`src/rtl/sim_testutil_ctrl.sv`:
```
// sim_testutil_ctrl
// Simulation test controller. Software programs a signature region through the
// device port and then writes HALT with an exit code. The block streams the
// region out through a pipelined host read port with up to MaxOutstanding reads
// in flight, presents every returned word on the monitor port, then raises done_o.
//
// Optional feature macro: SIM_TESTUTIL_FINISH_EN
//   defined   : each signature word is printed and the run ends with $finish on DONE
//   undefined : nothing is printed, the run is not terminated
//
// Ports
//   clk_i, rst_i                 clock, asynchronous active-high reset
//   dev_req_i/we/addr/wdata/be   device access (always accepted)
//   dev_rvalid_o/rdata_o/err_o   device response, one cycle after the request
//   host_req_o/gnt_i/addr_o      host read request channel
//   host_rvalid_i/rdata_i        host read response channel (in order)
//   sig_valid_o/data_o/index_o   one strobe per signature word
//   done_o, exit_code_o          sticky completion flag and latched exit code
module sim_testutil_ctrl #(
  parameter int unsigned MaxOutstanding = 2,
  parameter int unsigned CountWidth     = 16
) (
  input  logic                  clk_i,
  input  logic                  rst_i,
  input  logic                  dev_req_i,
  input  logic                  dev_we_i,
  input  logic [31:0]           dev_addr_i,
  input  logic [31:0]           dev_wdata_i,
  input  logic [3:0]            dev_be_i,
  output logic                  dev_rvalid_o,
  output logic [31:0]           dev_rdata_o,
  output logic                  dev_err_o,
  output logic                  host_req_o,
  input  logic                  host_gnt_i,
  output logic [31:0]           host_addr_o,
  input  logic                  host_rvalid_i,
  input  logic [31:0]           host_rdata_i,
  output logic                  sig_valid_o,
  output logic [31:0]           sig_data_o,
  output logic [CountWidth-1:0] sig_index_o,
  output logic                  done_o,
  output logic [31:0]           exit_code_o
);

  typedef enum logic [1:0] {
    ST_IDLE  = 2'd0,
    ST_ISSUE = 2'd1,
    ST_DRAIN = 2'd2,
    ST_DONE  = 2'd3
  } state_e;

  localparam logic [9:0] OffHalt   = 10'h000;
  localparam logic [9:0] OffBegin  = 10'h004;
  localparam logic [9:0] OffEnd    = 10'h008;
  localparam logic [9:0] OffStatus = 10'h00C;
  localparam logic [3:0] MaxOut    = 4'(MaxOutstanding);

  state_e                state_r, state_s;
  logic [31:0]           begin_r, end_r, addr_r, addr_s, exit_code_r;
  logic [3:0]            outstanding_r, outstanding_s;
  logic [CountWidth-1:0] count_r, count_s;
  logic                  host_req_r;
  logic                  dev_rvalid_r, dev_err_r, dev_err_s;
  logic [31:0]           dev_rdata_r, dev_rdata_s;
  logic                  sig_valid_r, done_r;
  logic [31:0]           sig_data_r;
  logic [CountWidth-1:0] sig_index_r;
  logic                  halt_wr_s, begin_wr_s, end_wr_s;
  logic                  busy_s, region_ok_s, host_fire_s, rsp_take_s;
  logic [9:0]            dev_off_s;
  logic [31:0]           cnt_ext_s, status_s;
  logic                  unused_s;

  assign dev_off_s   = dev_addr_i[9:0];
  assign busy_s      = (state_r == ST_ISSUE) || (state_r == ST_DRAIN);
  assign region_ok_s = (begin_r[1:0] == 2'd0) && (end_r[1:0] == 2'd0) && (end_r >= begin_r);
  assign host_fire_s = host_req_r && host_gnt_i;
  // Responses only count while a read is actually in flight for this dump.
  assign rsp_take_s  = host_rvalid_i && (outstanding_r != 4'd0) && busy_s;
  assign cnt_ext_s   = 32'(count_r);
  assign status_s    = {cnt_ext_s[15:0], 14'd0, done_r, busy_s};
  assign unused_s    = ^{dev_addr_i[31:10], cnt_ext_s[31:16]};

  // Device register decode: read data, error detection and write strobes.
  always_comb begin
    dev_err_s   = 1'b0;
    dev_rdata_s = 32'd0;
    halt_wr_s   = 1'b0;
    begin_wr_s  = 1'b0;
    end_wr_s    = 1'b0;
    if (dev_req_i) begin
      if (dev_we_i && (dev_be_i != 4'hF)) begin
        dev_err_s = 1'b1;
      end else begin
        case (dev_off_s)
          OffHalt: begin
            if (!dev_we_i || (state_r != ST_IDLE) || !region_ok_s) dev_err_s = 1'b1;
            else                                                   halt_wr_s = 1'b1;
          end
          OffBegin: begin
            if (!dev_we_i)   dev_rdata_s = begin_r;
            else if (busy_s) dev_err_s   = 1'b1;
            else             begin_wr_s  = 1'b1;
          end
          OffEnd: begin
            if (!dev_we_i)   dev_rdata_s = end_r;
            else if (busy_s) dev_err_s   = 1'b1;
            else             end_wr_s    = 1'b1;
          end
          OffStatus: begin
            if (dev_we_i) dev_err_s   = 1'b1;
            else          dev_rdata_s = status_s;
          end
          default: dev_err_s = 1'b1;
        endcase
      end
    end else begin
      dev_err_s = 1'b0;
    end
  end

  // Next-state logic of the dump sequencer.
  always_comb begin
    state_s = state_r;
    case (state_r)
      ST_IDLE: begin
        if (halt_wr_s) state_s = (begin_r == end_r) ? ST_DONE : ST_ISSUE;
        else           state_s = ST_IDLE;
      end
      ST_ISSUE: begin
        if (host_fire_s && ((addr_r + 32'd4) == end_r)) state_s = ST_DRAIN;
        else                                           state_s = ST_ISSUE;
      end
      ST_DRAIN: begin
        if (outstanding_r == 4'd0) state_s = ST_DONE;
        else                       state_s = ST_DRAIN;
      end
      ST_DONE: state_s = ST_DONE;
      default: state_s = ST_IDLE;
    endcase
  end

  // Dump datapath: next read address, in-flight count and word counter.
  always_comb begin
    addr_s        = addr_r;
    outstanding_s = outstanding_r;
    count_s       = count_r;
    if (halt_wr_s) begin
      addr_s        = begin_r;
      outstanding_s = 4'd0;
      count_s       = {CountWidth{1'b0}};
    end else begin
      if (host_fire_s) addr_s = addr_r + 32'd4;
      else             addr_s = addr_r;
      // A grant and a response in the same cycle cancel out.
      case ({host_fire_s, rsp_take_s})
        2'b10:   outstanding_s = outstanding_r + 4'd1;
        2'b01:   outstanding_s = outstanding_r - 4'd1;
        default: outstanding_s = outstanding_r;
      endcase
      if (rsp_take_s) count_s = count_r + CountWidth'(1);
      else            count_s = count_r;
    end
  end

  // Sequencer state, dump counters, host request and monitor outputs.
  always_ff @(posedge clk_i or posedge rst_i) begin
    if (rst_i) begin
      state_r       <= ST_IDLE;
      addr_r        <= 32'd0;
      outstanding_r <= 4'd0;
      count_r       <= {CountWidth{1'b0}};
      host_req_r    <= 1'b0;
      sig_valid_r   <= 1'b0;
      sig_data_r    <= 32'd0;
      sig_index_r   <= {CountWidth{1'b0}};
      done_r        <= 1'b0;
      exit_code_r   <= 32'd0;
    end else begin
      state_r       <= state_s;
      addr_r        <= addr_s;
      outstanding_r <= outstanding_s;
      count_r       <= count_s;
      // Registered request: computed from the state and count of the next cycle.
      host_req_r    <= (state_s == ST_ISSUE) && (outstanding_s < MaxOut);
      sig_valid_r   <= rsp_take_s;
      if (rsp_take_s) begin
        sig_data_r  <= host_rdata_i;
        sig_index_r <= count_r;
      end
      done_r        <= (state_s == ST_DONE);
      if (halt_wr_s) exit_code_r <= dev_wdata_i;
    end
  end

  // Region registers and the registered device response.
  always_ff @(posedge clk_i or posedge rst_i) begin
    if (rst_i) begin
      begin_r      <= 32'd0;
      end_r        <= 32'd0;
      dev_rvalid_r <= 1'b0;
      dev_rdata_r  <= 32'd0;
      dev_err_r    <= 1'b0;
    end else begin
      if (begin_wr_s) begin_r <= dev_wdata_i;
      if (end_wr_s)   end_r   <= dev_wdata_i;
      dev_rvalid_r <= dev_req_i;
      dev_rdata_r  <= dev_rdata_s;
      dev_err_r    <= dev_err_s;
    end
  end

`ifdef SIM_TESTUTIL_FINISH_EN
  // Report signature words and end the simulation once the dump completes.
  always @(posedge clk_i) begin
    if (sig_valid_r) begin
      $display("SIGNATURE: 0x%08x", sig_data_r);
    end
    if (done_r) begin
      $display("EXIT CODE: 0x%08x", exit_code_r);
      $finish;
    end
  end
`else
  // Silent build: completion is visible only through done_o and exit_code_o.
`endif

  assign dev_rvalid_o = dev_rvalid_r;
  assign dev_rdata_o  = dev_rdata_r;
  assign dev_err_o    = dev_err_r;
  assign host_req_o   = host_req_r;
  assign host_addr_o  = addr_r;
  assign sig_valid_o  = sig_valid_r;
  assign sig_data_o   = sig_data_r;
  assign sig_index_o  = sig_index_r;
  assign done_o       = done_r;
  assign exit_code_o  = exit_code_r;

endmodule

```
`config.mk`:
```
export PLATFORM = sky130hd
export DESIGN_NAME = sim_testutil_ctrl
export DESIGN_NICKNAME = d
export VERILOG_FILES = /design/src/rtl/sim_testutil_ctrl.sv
export SDC_FILE = /design/constraint.sdc
export NUM_CORES = 1
export LEC_CHECK = 0
export ABC_AREA = 1
export CAP_MARGIN = 30
export CORE_ASPECT_RATIO = 0.7
export CORE_MARGIN = 2
export CORE_UTILIZATION = 47
export CTS_BUF_LIST = sky130_fd_sc_hd__clkbuf_16
export CTS_CLUSTER_SIZE = 25
export DETAILED_ROUTE_END_ITERATION = 7
export HOLD_SLACK_MARGIN = 0.03
export PLACE_DENSITY = 0.86
export SLEW_MARGIN = 15
export SYNTH_ARGS = -nofsm -noshare
export SYNTH_HDL_FRONTEND = slang
export SYNTH_SLANG_ARGS = --single-unit
```
`constraint.sdc`:
```
create_clock -name clk_i -period 7.5 [get_ports clk_i]
set_input_delay 1.5 -clock clk_i [delete_from_list [all_inputs] [get_ports clk_i]]
set_output_delay 1.5 -clock clk_i [all_outputs]
set_load 0.02 [all_outputs]
```
==> flow_summary.json, run 1 <==
{
  "grt_setup_unrepaired": "no",
  "synth_cell_types": 41,
  "grt_usage": 0.266,
  "dieArea_um2": 27100,
  "critical_path_class": "in -> reg",
  "wire_per_inst_um": 17.3,
  "ys_seq_elements": 235,
  "nets": 1892,
  "grt_max_degree": 71,
  "drv_cap": 0,
  "insertion_delay_ns": 0.53,
  "vias_per_cell": 5.51,
  "clock_sinks": 235,
  "critPathMaxStageDelay_ns": 0.68,
  "antenna_cells": 0,
  "fmax_mhz": 226,
  "h-tree-depth": 1,
  "grt_antenna_before_repair": 0,
  "slowest_stage": "nand3_2",
  "synthToLayoutAreaGrowth_pct": 29.3,
  "skew_ns": 0.0149,
  "wl_mm": 36.3,
  "nFillCells": 2142,
  "synth_area_um2": 12100,
  "end_kind": "register",
  "cts.clk_slew.worst_paths_ns": 0.06,
  "maxSlewViolCount": 0,
  "dp_cells": 2043,
  "grt_pass1_vias": 11100,
  "gp_congestion": 0.935,
  "setup_violations": 0,
  "synthCells": 1520,
  "ys.warnings.count": 0,
  "stdcell_count": 2090,
  "coreArea_um2": 25500,
  "p_per_area_nw_per_um2": 165,
  "tightest_slew_ns": 0.902,
  "async_reset_ff_frac": 1.00,
  "cp_num_buf_inv": 4,
  "drc": 0,
  "clockRootBuffer": "clkbuf_16",
  "tritoncts": "built",
  "fp.dieH_um": 138,
  "cp_cell_sequence": "clkdlybuf4s50_1 > or2_2 > nor3b_1 > nand2_1 > inv_1 > buf_4 > nor3_1 > inv_1 > nand3_2 > a21oi_1",
  "firstDrtPassIters": 5,
  "path_delay_family": "simple AND/OR/NAND/NOR gates",
  "cts_buffer_depth": 3,
  "syn_area_per_cell_um2": 7.96,
  "path_common_cell": "inv_1",
  "numCtsBuffers": 25,
  "synth_edf_count": 0,
  "syn_nets": 1670,
  "hold_viol": 0,
  "ant_nets": 0,
  "critPathMaxFanout": 32,
  "initial_core_util": 0.475,
  "drtIter0Drc": 1014,
  "relSlewSlack": 0.398,
  "hold_class": "reg -> reg",
  "finalCritPeriodShare": 0.589,
  "worst_setup_path_start_kind": "input port",
  "required_ns": 7.91,
  "fin_setup_tns_ns": 0,
  "synth_seq_area_share": 0.486,
  "irDropWorstVdd_v": 0.000159,
  "portBuffers": 232,
  "status": "completed",
  "final.min_clock_period_ns": 4.42,
  "die-width_um": 196,
  "io_pins": 255,
  "p_leak_uw": 0.00756,
  "cts_hold_buf": 0,
  "post-cts-setup-buffer-count": 0,
  "grt_pass1_wl_mm": 58.4,
  "synthFlopType": "dfrtp_1",
  "overflow": 0,
  "drive_gt1_frac": 0.0580,
  "vias": 11500,
  "rows": 49,
  "hpwl_mm": 26.5,
  "post_cts_resized": 0,
  "cp.arrival_ns": 4.83
}
[path summary, 6_finish.rpt]
kind	startpoint	slack, ns	to	cells past startpoint
max in group asynchronous	rst_i	4.91	dev_rdata_o[26]$_DFF_PP0_	4
hold reg to reg	sig_data_o[29]$_DFFE_PP0P_	0.47	sig_data_o[29]$_DFFE_PP0P_	2
hold / removal	sig_data_o[29]$_DFFE_PP0P_	0.47	sig_data_o[29]$_DFFE_PP0P_	2
setup / recovery	dev_addr_i[1]	3.08	dev_rdata_o[3]$_DFF_PP0_	10
setup reg to reg	end_r[21]$_DFFE_PP0P_	3.92	host_addr_o[20]$_DFFE_PP0P_	12
min in group asynchronous	rst_i	1.29	begin_r[2]$_DFFE_PP0P_	2
[flip-flops by register name (all words and copies together), names as in the netlist, 4 cells and up]
register,flops
sig_data_o,32
outstanding_r,4
dev_rdata_o,32
sig_index_o,16
begin_r,32
host_addr_o,32
end_r,32
count_r,16
exit_code_o,32
[power by group]
part | internal [uW] | switching (uW) | leakage, uW
clock network | 642 | 521 | 0.000379
registers | 1270 | 5.06 | 0.00307
logic | 61.8 | 80.7 | 0.00411
[synth_stat cells, types with 9 or more instances]
cell	number	area [um^2]
a21oi_1	52	260
clkbuf_1	45	169
dfrtp_1	235	5880
ha_1	43	538
inv_1	193	724
nand2_1	462	1730
nand2_2	10	62.6
nand3_1	83	415
nand3b_1	9	67.6
nand4_1	38	238
nor2_1	90	338
nor3_1	9	45.0
o21ai_0	130	651
o221ai_1	28	245
o22ai_1	16	100
xor2_1	9	78.8
[cells by family (layout without fill, tap and decap cells)]
logic type / count (synthesis) / in the layout / synth area share
simple gates: 738 / 738 / 0.266
buf+inv: 250 / 489 / 0.0778
compound gates: 240 / 240 / 0.113
flops: 235 / 235 / 0.486
fa+ha+maj: 44 / 44 / 0.0461
xor+xnor: 13 / 13 / 0.0117
[worst min-delay path: cells and delay by family (launching register included)]
family	cells	cell delay, ns
AND/OR/NAND/NOR	2	0.10
flip-flops	1	0.34
[through the flow]
stage	utilization	hold slack [ns]	power (uW)	worst slack (ns)	cell area, um^2
floorplan	-	0.453	1360	2.92	12100
global placement	0.577	0.454	1440	2.34	14700
detailed placement	0.582	0.458	1440	2.21	14800
CTS	0.612	0.474	2600	2.72	15600
global route	0.614	0.498	2670	2.85	15700
finish	0.614	0.470	2580	3.08	15700
[placed cells by master, fill, tap and decap left out, drive strengths merged, types with 5 or more instances in the layout]
| cell type | n |
|---|---|
| clkinv | 12 |
| nand3b | 9 |
| clkbuf | 25 |
| o21ai | 135 |
| nor3 | 9 |
| nor2 | 105 |
| inv | 198 |
| clkdlybuf4s50 | 232 |
| nand4 | 38 |
| nand2 | 475 |
| o221ai | 28 |
| buf | 17 |
| a21oi | 52 |
| dfrtp | 235 |
| o22ai | 16 |
| or2 | 5 |
| nor4 | 7 |
| nand3 | 87 |
| xor2 | 9 |
| ha | 43 |
[cell type report]
| class | instances | area [um^2] | area share |
|---|---|---|---|
| multi-input cells | 1035 | 5300 | 0.339 |
| inverters | 196 | 739 | 0.0472 |
| clock buffers | 25 | 626 | 0.0400 |
| flip-flops and latches | 235 | 5880 | 0.376 |
| clock inverters | 19 | 128 | 0.00815 |
| well taps | 331 | 414 | 0.0265 |
| repair buffers | 249 | 2560 | 0.164 |
[metal layers]
layer / wire (um) / GRT usage / up-vias
met2: 15800 / 0.399 / 605
met3: 3860 / 0.0590 / 85
met5: 0 / 0 / -
met4: 1030 / 0.0778 / 0
li1: - / - / 5371
met1: 15600 / 0.388 / 5445
Power figures use the tool's default switching activity.
==> inputs of run 2 (changes only) <==
Settings changed: CORE_UTILIZATION 47 to 52, PLACE_DENSITY 0.86 to 0.9.
Clock period 7.5 ns to 4.4 ns, I/O delays scaled along.
==> run 2 against run 1 <==
Net effect:
- global-route usage grew 2.8 points
- register-to-register slack got worse by 2.5 ns
- routed wire length up 0.31%
- die area is 9.4% lower
- sequential share of layout area down 0.10 points
- sequential cell count unchanged
- sequential power up 70%
- combinational power is 69% higher
- non-clock buffer count grew 3
- cell count fell by 0.77%
- design area increased by 0.27%
- total power is 82% higher
- critical endpoint is now dev_rdata_o[2]$_DFF_PP0_
- highest routed layer unchanged
==> flow_summary.json, run 2 (synthesis results as in run 1) <==
{
  "grt_usage": 0.294,
  "drtIter0Drc": 1378,
  "final.min_clock_period_ns": 3.23,
  "h-tree-depth": 1,
  "pwr-share-seq": 0.463,
  "tightest_slew_ns": 0.608,
  "cts.clk_slew.worst_paths_ns": 0.07,
  "firstDrtPassIters": 6,
  "fmax_mhz": 310,
  "cp_cell_sequence": "clkdlybuf4s50_1 > or2_2 > nor3_1 > nand2_1 > inv_1 > nor3_1 > inv_1 > nand3_1 > buf_4 > a21oi_1",
  "skew_ns": 0.0205,
  "grt_pass1_wl_mm": 58.6,
  "swShare": 0.221,
  "hold_viol": 0,
  "path_depth": 10,
  "critPathMaxFanout": 13,
  "grt_setup_unrepaired": "no",
  "grt_pass1_vias": 11400,
  "dieArea_um2": 24500,
  "stdcell_count": 2074,
  "post_cts_resized": 0,
  "comb_power_share": 0.051,
  "initial_core_util": 0.533,
  "gp_congestion": 0.926,
  "drv_cap": 0,
  "antenna_cells": 0,
  "fin_setup_tns_ns": 0,
  "coreArea_um2": 22700,
  "ant_nets": 0,
  "insertion_delay_ns": 0.53,
  "die-width_um": 186,
  "io_pins": 255,
  "switching_power_uw": 1040,
  "relSlewSlack": 0.594,
  "clock_sinks": 235,
  "hold_depth": 2,
  "dp_cells": 2030,
  "vias_per_cell": 5.60,
  "synthToLayoutAreaGrowth_pct": 29.7,
  "nets": 1894,
  "numCtsBuffers": 24,
  "tritoncts": "built",
  "path_delay_family": "simple AND/OR/NAND/NOR gates",
  "critPathMaxStageDelay_ns": 0.51,
  "grt_max_degree": 106,
  "portBuffers": 232,
  "status": "completed",
  "nFillCells": 1693,
  "wire_per_inst_um": 17.5,
  "hold_class": "reg -> reg",
  "final_cell_mix": "nand2_1 (462), dfrtp_1 (235), clkdlybuf4s50_1 (232), inv_1 (195), o21ai_0 (130)",
  "p_leak_uw": 0.00759,
  "post-cts-setup-buffer-count": 0,
  "cts_hold_buf": 0,
  "overflow": 0,
  "slowest_stage": "inv_1",
  "multi_input_area_um2": 5300,
  "maxSlewViolCount": 0,
  "drc": 0,
  "p_per_area_nw_per_um2": 299,
  "cp_num_buf_inv": 4,
  "hpwl_mm": 26.3,
  "rows": 46,
  "p_int_uw": 3660,
  "grt_antenna_before_repair": 0,
  "setup_violations": 0,
  "required_ns": 4.83,
  "end_kind": "register",
  "critical_path_class": "in -> reg",
  "p_clk_frac": 0.485,
  "wl_mm": 36.4,
  "final_common_cell": "nand2_1",
  "vias": 11600,
  "clockRootBuffer": "clkbuf_16",
  "fp.dieH_um": 132,
  "cp.arrival_ns": 3.66,
  "regArea_um2": 5880,
  "worst_setup_path_start_kind": "input port",
  "cts_buffer_depth": 3,
  "irDropWorstVdd_v": 0.000245,
  "drive_gt1_frac": 0.0590,
  "finalCritPeriodShare": 0.733,
  "reg2reg_depth": 10
}
[run 2: cell types whose count changed in the layout (fill, tap and decap cells not counted), moves of 2 or more]
cell and delta:
buf_12 +2, buf_16 -4, buf_4 +8, buf_8 -3, bufinv_16 +5, clkinv_2 -5
[run 2: power groups by stage]
stage                     logic (uW)  registers, uW  clock network [uW]
after floorplan                  103           2220                   0
after global placement           235           2220                   0
after detailed placement         240           2220                   0
after CTS                        242           2180                2300
after global routing             268           2170                2390
final                            242           2180                2280
[run 2: final cells by class]
cell class,count,share of cell area
clock buffer,25,0.0399
timing repair buffer,252,0.160
inverter,196,0.0471
sequential,235,0.375
clock inverter,19,0.0162
tap,312,0.0249
multi-input combinational,1035,0.338
[run 2: metal layers]
layer | track usage | routed length, um | vias up
li1 | - | - | 5394
met1 | 0.407 | 15200 | 5529
met2 | 0.457 | 16400 | 619
met3 | 0.0743 | 3890 | 81
met4 | 0.0876 | 930 | 0
met5 | 0 | 0 | -
[run 2: final timing paths]
check	end	from	slack [ns]
min in group asynchronous	dev_rdata_o[4]$_DFF_PP0_	rst_i	0.68
max reg2reg	host_addr_o[18]$_DFFE_PP0P_	end_r[22]$_DFFE_PP0P_	1.42
max	dev_rdata_o[2]$_DFF_PP0_	dev_addr_i[1]	1.17
max in group asynchronous	dev_rdata_o[20]$_DFF_PP0_	rst_i	2.95
min	sig_data_o[6]$_DFFE_PP0P_	sig_data_o[6]$_DFFE_PP0P_	0.47
min reg2reg	sig_data_o[6]$_DFFE_PP0P_	sig_data_o[6]$_DFFE_PP0P_	0.47
[run 2: worst reg2reg max path, cell delays in order (launching register included)]
cell and delay [ns]:
dfrtp_1 0.48, ha_1 0.35, nand4_1 0.28, a31o_2 0.37, a21oi_1 0.16, nor2_1 0.07, nand2_1 0.17, nand3_4 0.27
nand2_1 0.14, buf_4 0.36, o221ai_1 0.19
[run 2: through the flow]
stage	util	hold slack, ns	area, um^2	total power [uW]	setup slack [ns]
after floorplan	-	0.453	12100	2320	0.442
after global placement	0.652	0.454	14800	2450	0.951
after detailed placement	0.652	0.458	14800	2460	0.815
after CTS	0.691	0.473	15700	4720	1.36
after global routing	0.691	0.487	15700	4830	1.11
final	0.691	0.472	15700	4700	1.17
==> inputs of run 3 (changes only) <==
Clock period 4.4 ns to 3 ns, I/O delays scaled along.
==> run 3 against run 2 <==
Net effect:
- the flow now finishes with violations (DRC)
- clock skew fell by 0.0081 ns
- critical path depth rose by 2
- utilization rose by 0.21 points
- via count rose by 0.63%
- clock power rose by 38%
- sequential power rose by 46%
- critical endpoint is now host_addr_o[2]$_DFFE_PP0P_
- largest cell class unchanged
==> flow_summary.json, run 3 (synthesis results as in run 1) <==
{
  "status": "finished, violations left",
  "violations": "DRC",
  "post-cts-setup-buffer-count": 0,
  "initial_core_util": 0.533,
  "reg2reg_depth": 12,
  "worst_setup_path_start_kind": "register",
  "grt_usage": 0.296,
  "fp.dieH_um": 132,
  "drtIter0Drc": 1372,
  "required_ns": 3.44,
  "cts_buffer_depth": 3,
  "wl_mm": 36.5,
  "route.met3.wl_mm": 4.07,
  "maxSlewViolCount": 0,
  "wire_per_inst_um": 17.5,
  "r2r_start": "begin_r[21]$_DFFE_PP0P_",
  "grt_setup_unrepaired": "no",
  "cp_num_buf_inv": 2,
  "hold_viol": 0,
  "grt_pass1_wl_mm": 59.0,
  "irDropWorstVdd_v": 0.000358,
  "critPathMaxStageDelay_ns": 0.43,
  "nets": 1903,
  "io_pins": 255,
  "p_total_uw": 6690,
  "cp_cell_sequence": "inv_1 > ha_1 > a21oi_1 > nor2_1 > a211oi_1 > a21oi_1 > nor2_1 > nand2_1 > nand3_4 > buf_4 > o21ai_0 > o21ai_0",
  "dieArea_um2": 24500,
  "coreArea_um2": 22700,
  "insertion_delay_ns": 0.52,
  "r2r_end": "host_addr_o[2]$_DFFE_PP0P_",
  "dpl_cell_area_um2": 14900,
  "numCtsBuffers": 24,
  "final_cell_mix": "nand2_1 (462), dfrtp_1 (234), clkdlybuf4s50_1 (232), inv_1 (195), o21ai_0 (130)",
  "relSlewSlack": 0.571,
  "whs_endpoint": "sig_data_o[14]$_DFFE_PP0P_",
  "hold_depth": 2,
  "dp_cells": 2039,
  "clock_sinks": 235,
  "clockRootBuffer": "clkbuf_16",
  "path_delay_family": "compound AO/OA/AOI/OAI gates",
  "portBuffers": 232,
  "fmax_mhz": 356,
  "slowest_stage": "buf_4",
  "final_common_cell": "nand2_1",
  "hpwl_mm": 26.6,
  "setup_violations": 0,
  "stdcell_count": 2080,
  "grt_pass1_vias": 11400,
  "routed.top_layer": "met4",
  "final.min_clock_period_ns": 2.81,
  "skew_ns": 0.0124,
  "gp_congestion": 0.953,
  "cp.arrival_ns": 3.24,
  "overflow": 0,
  "critPathMaxFanout": 45,
  "synthToLayoutAreaGrowth_pct": 30.1,
  "tritoncts": "built",
  "drv_cap": 0,
  "ant_nets": 0,
  "die-width_um": 186,
  "tightest_slew_ns": 0.644,
  "vias_per_cell": 5.62,
  "cts_hold_buf": 0,
  "finalInstanceArea_um2": 15700,
  "p_leak_uw": 0.00762,
  "wirelength_met1_mm": 15.0,
  "critical_path_class": "reg -> reg",
  "path_depth": 12,
  "rrSetupSlack_ns": 0.19,
  "drc": 1,
  "finalCritPeriodShare": 0.935,
  "hold_class": "reg -> reg",
  "fin_util": 0.693,
  "rows": 46,
  "drive_gt1_frac": 0.0639,
  "end_kind": "register",
  "vias": 11700,
  "post_cts_resized": 0,
  "grt_max_degree": 65,
  "hp-start": "sig_data_o[14]$_DFFE_PP0P_",
  "h-tree-depth": 1,
  "routed-wl-met2_mm": 16.4,
  "cts.clk_slew.worst_paths_ns": 0.06,
  "firstDrtPassIters": 8,
  "grt_antenna_before_repair": 0,
  "p_per_area_nw_per_um2": 425,
  "antenna_cells": 0
}
-- run 3: changes by cell type in the layout (fill, tap and decap cells not counted), sizes merged --
cell	delta
bufinv	-2
clkinv	-1
buf	+9
-- run 3: layer usage --
metal | vias to the layer above | global-route usage
met4 | 0 | 0.0782
met1 | 5574 | 0.412
met3 | 86 | 0.0673
met5 | - | 0
met2 | 648 | 0.469
li1 | 5388 | -
-- run 3: power breakdown --
group	internal, uW	switching (uW)	leakage [uW]
Combinational	158	204	0.00415
Sequential	3180	13.2	0.00307
Clock	1850	1290	0.000398
Total	5190	1500	0.00762
-- run 3: final cells by class --
class                      count  area (um^2)
sequential                   235         5880
tap                          312          390
fill                        1676         6990
clock inverter                16          190
clock buffer                  25          626
multi-input combinational   1035         5310
timing repair buffer         261         2620
inverter                     196          739
-- run 3: worst max-delay path by stage --
stage                                     from                    endpoint  slack [ns]
CTS                 outstanding_r[1]$_DFF_PP0_        host_req_o$_DFF_PP0_        0.24
global route        host_addr_o[3]$_DFFE_PP0P_            done_o$_DFF_PP0_        0.01
floorplan                                rst_i      begin_r[0]$_DFFE_PP0P_       -0.68
detailed placement               host_rvalid_i        host_req_o$_DFF_PP0_        0.08
global placement                 host_rvalid_i        host_req_o$_DFF_PP0_        0.12
finish                 begin_r[21]$_DFFE_PP0P_  host_addr_o[2]$_DFFE_PP0P_        0.19
-- run 3: metrics by stage --
| stage | setup TNS [ns] | setup slack [ns] | hold WS (ns) |
|---|---|---|---|
| finish | 0 | 0.195 | 0.468 |
| global route | 0 | 0.0135 | 0.480 |
| CTS | 0 | 0.240 | 0.473 |
| detailed placement | 0 | 0.0813 | 0.458 |
| global placement | 0 | 0.117 | 0.454 |
| floorplan | -159.30 | -0.678 | 0.453 |
-- run 3: worst min-delay path: cells and delay by family (launching register included) --
family	cells	cell delay [ns]
flip-flops	1	0.34
AND/OR/NAND/NOR	2	0.10
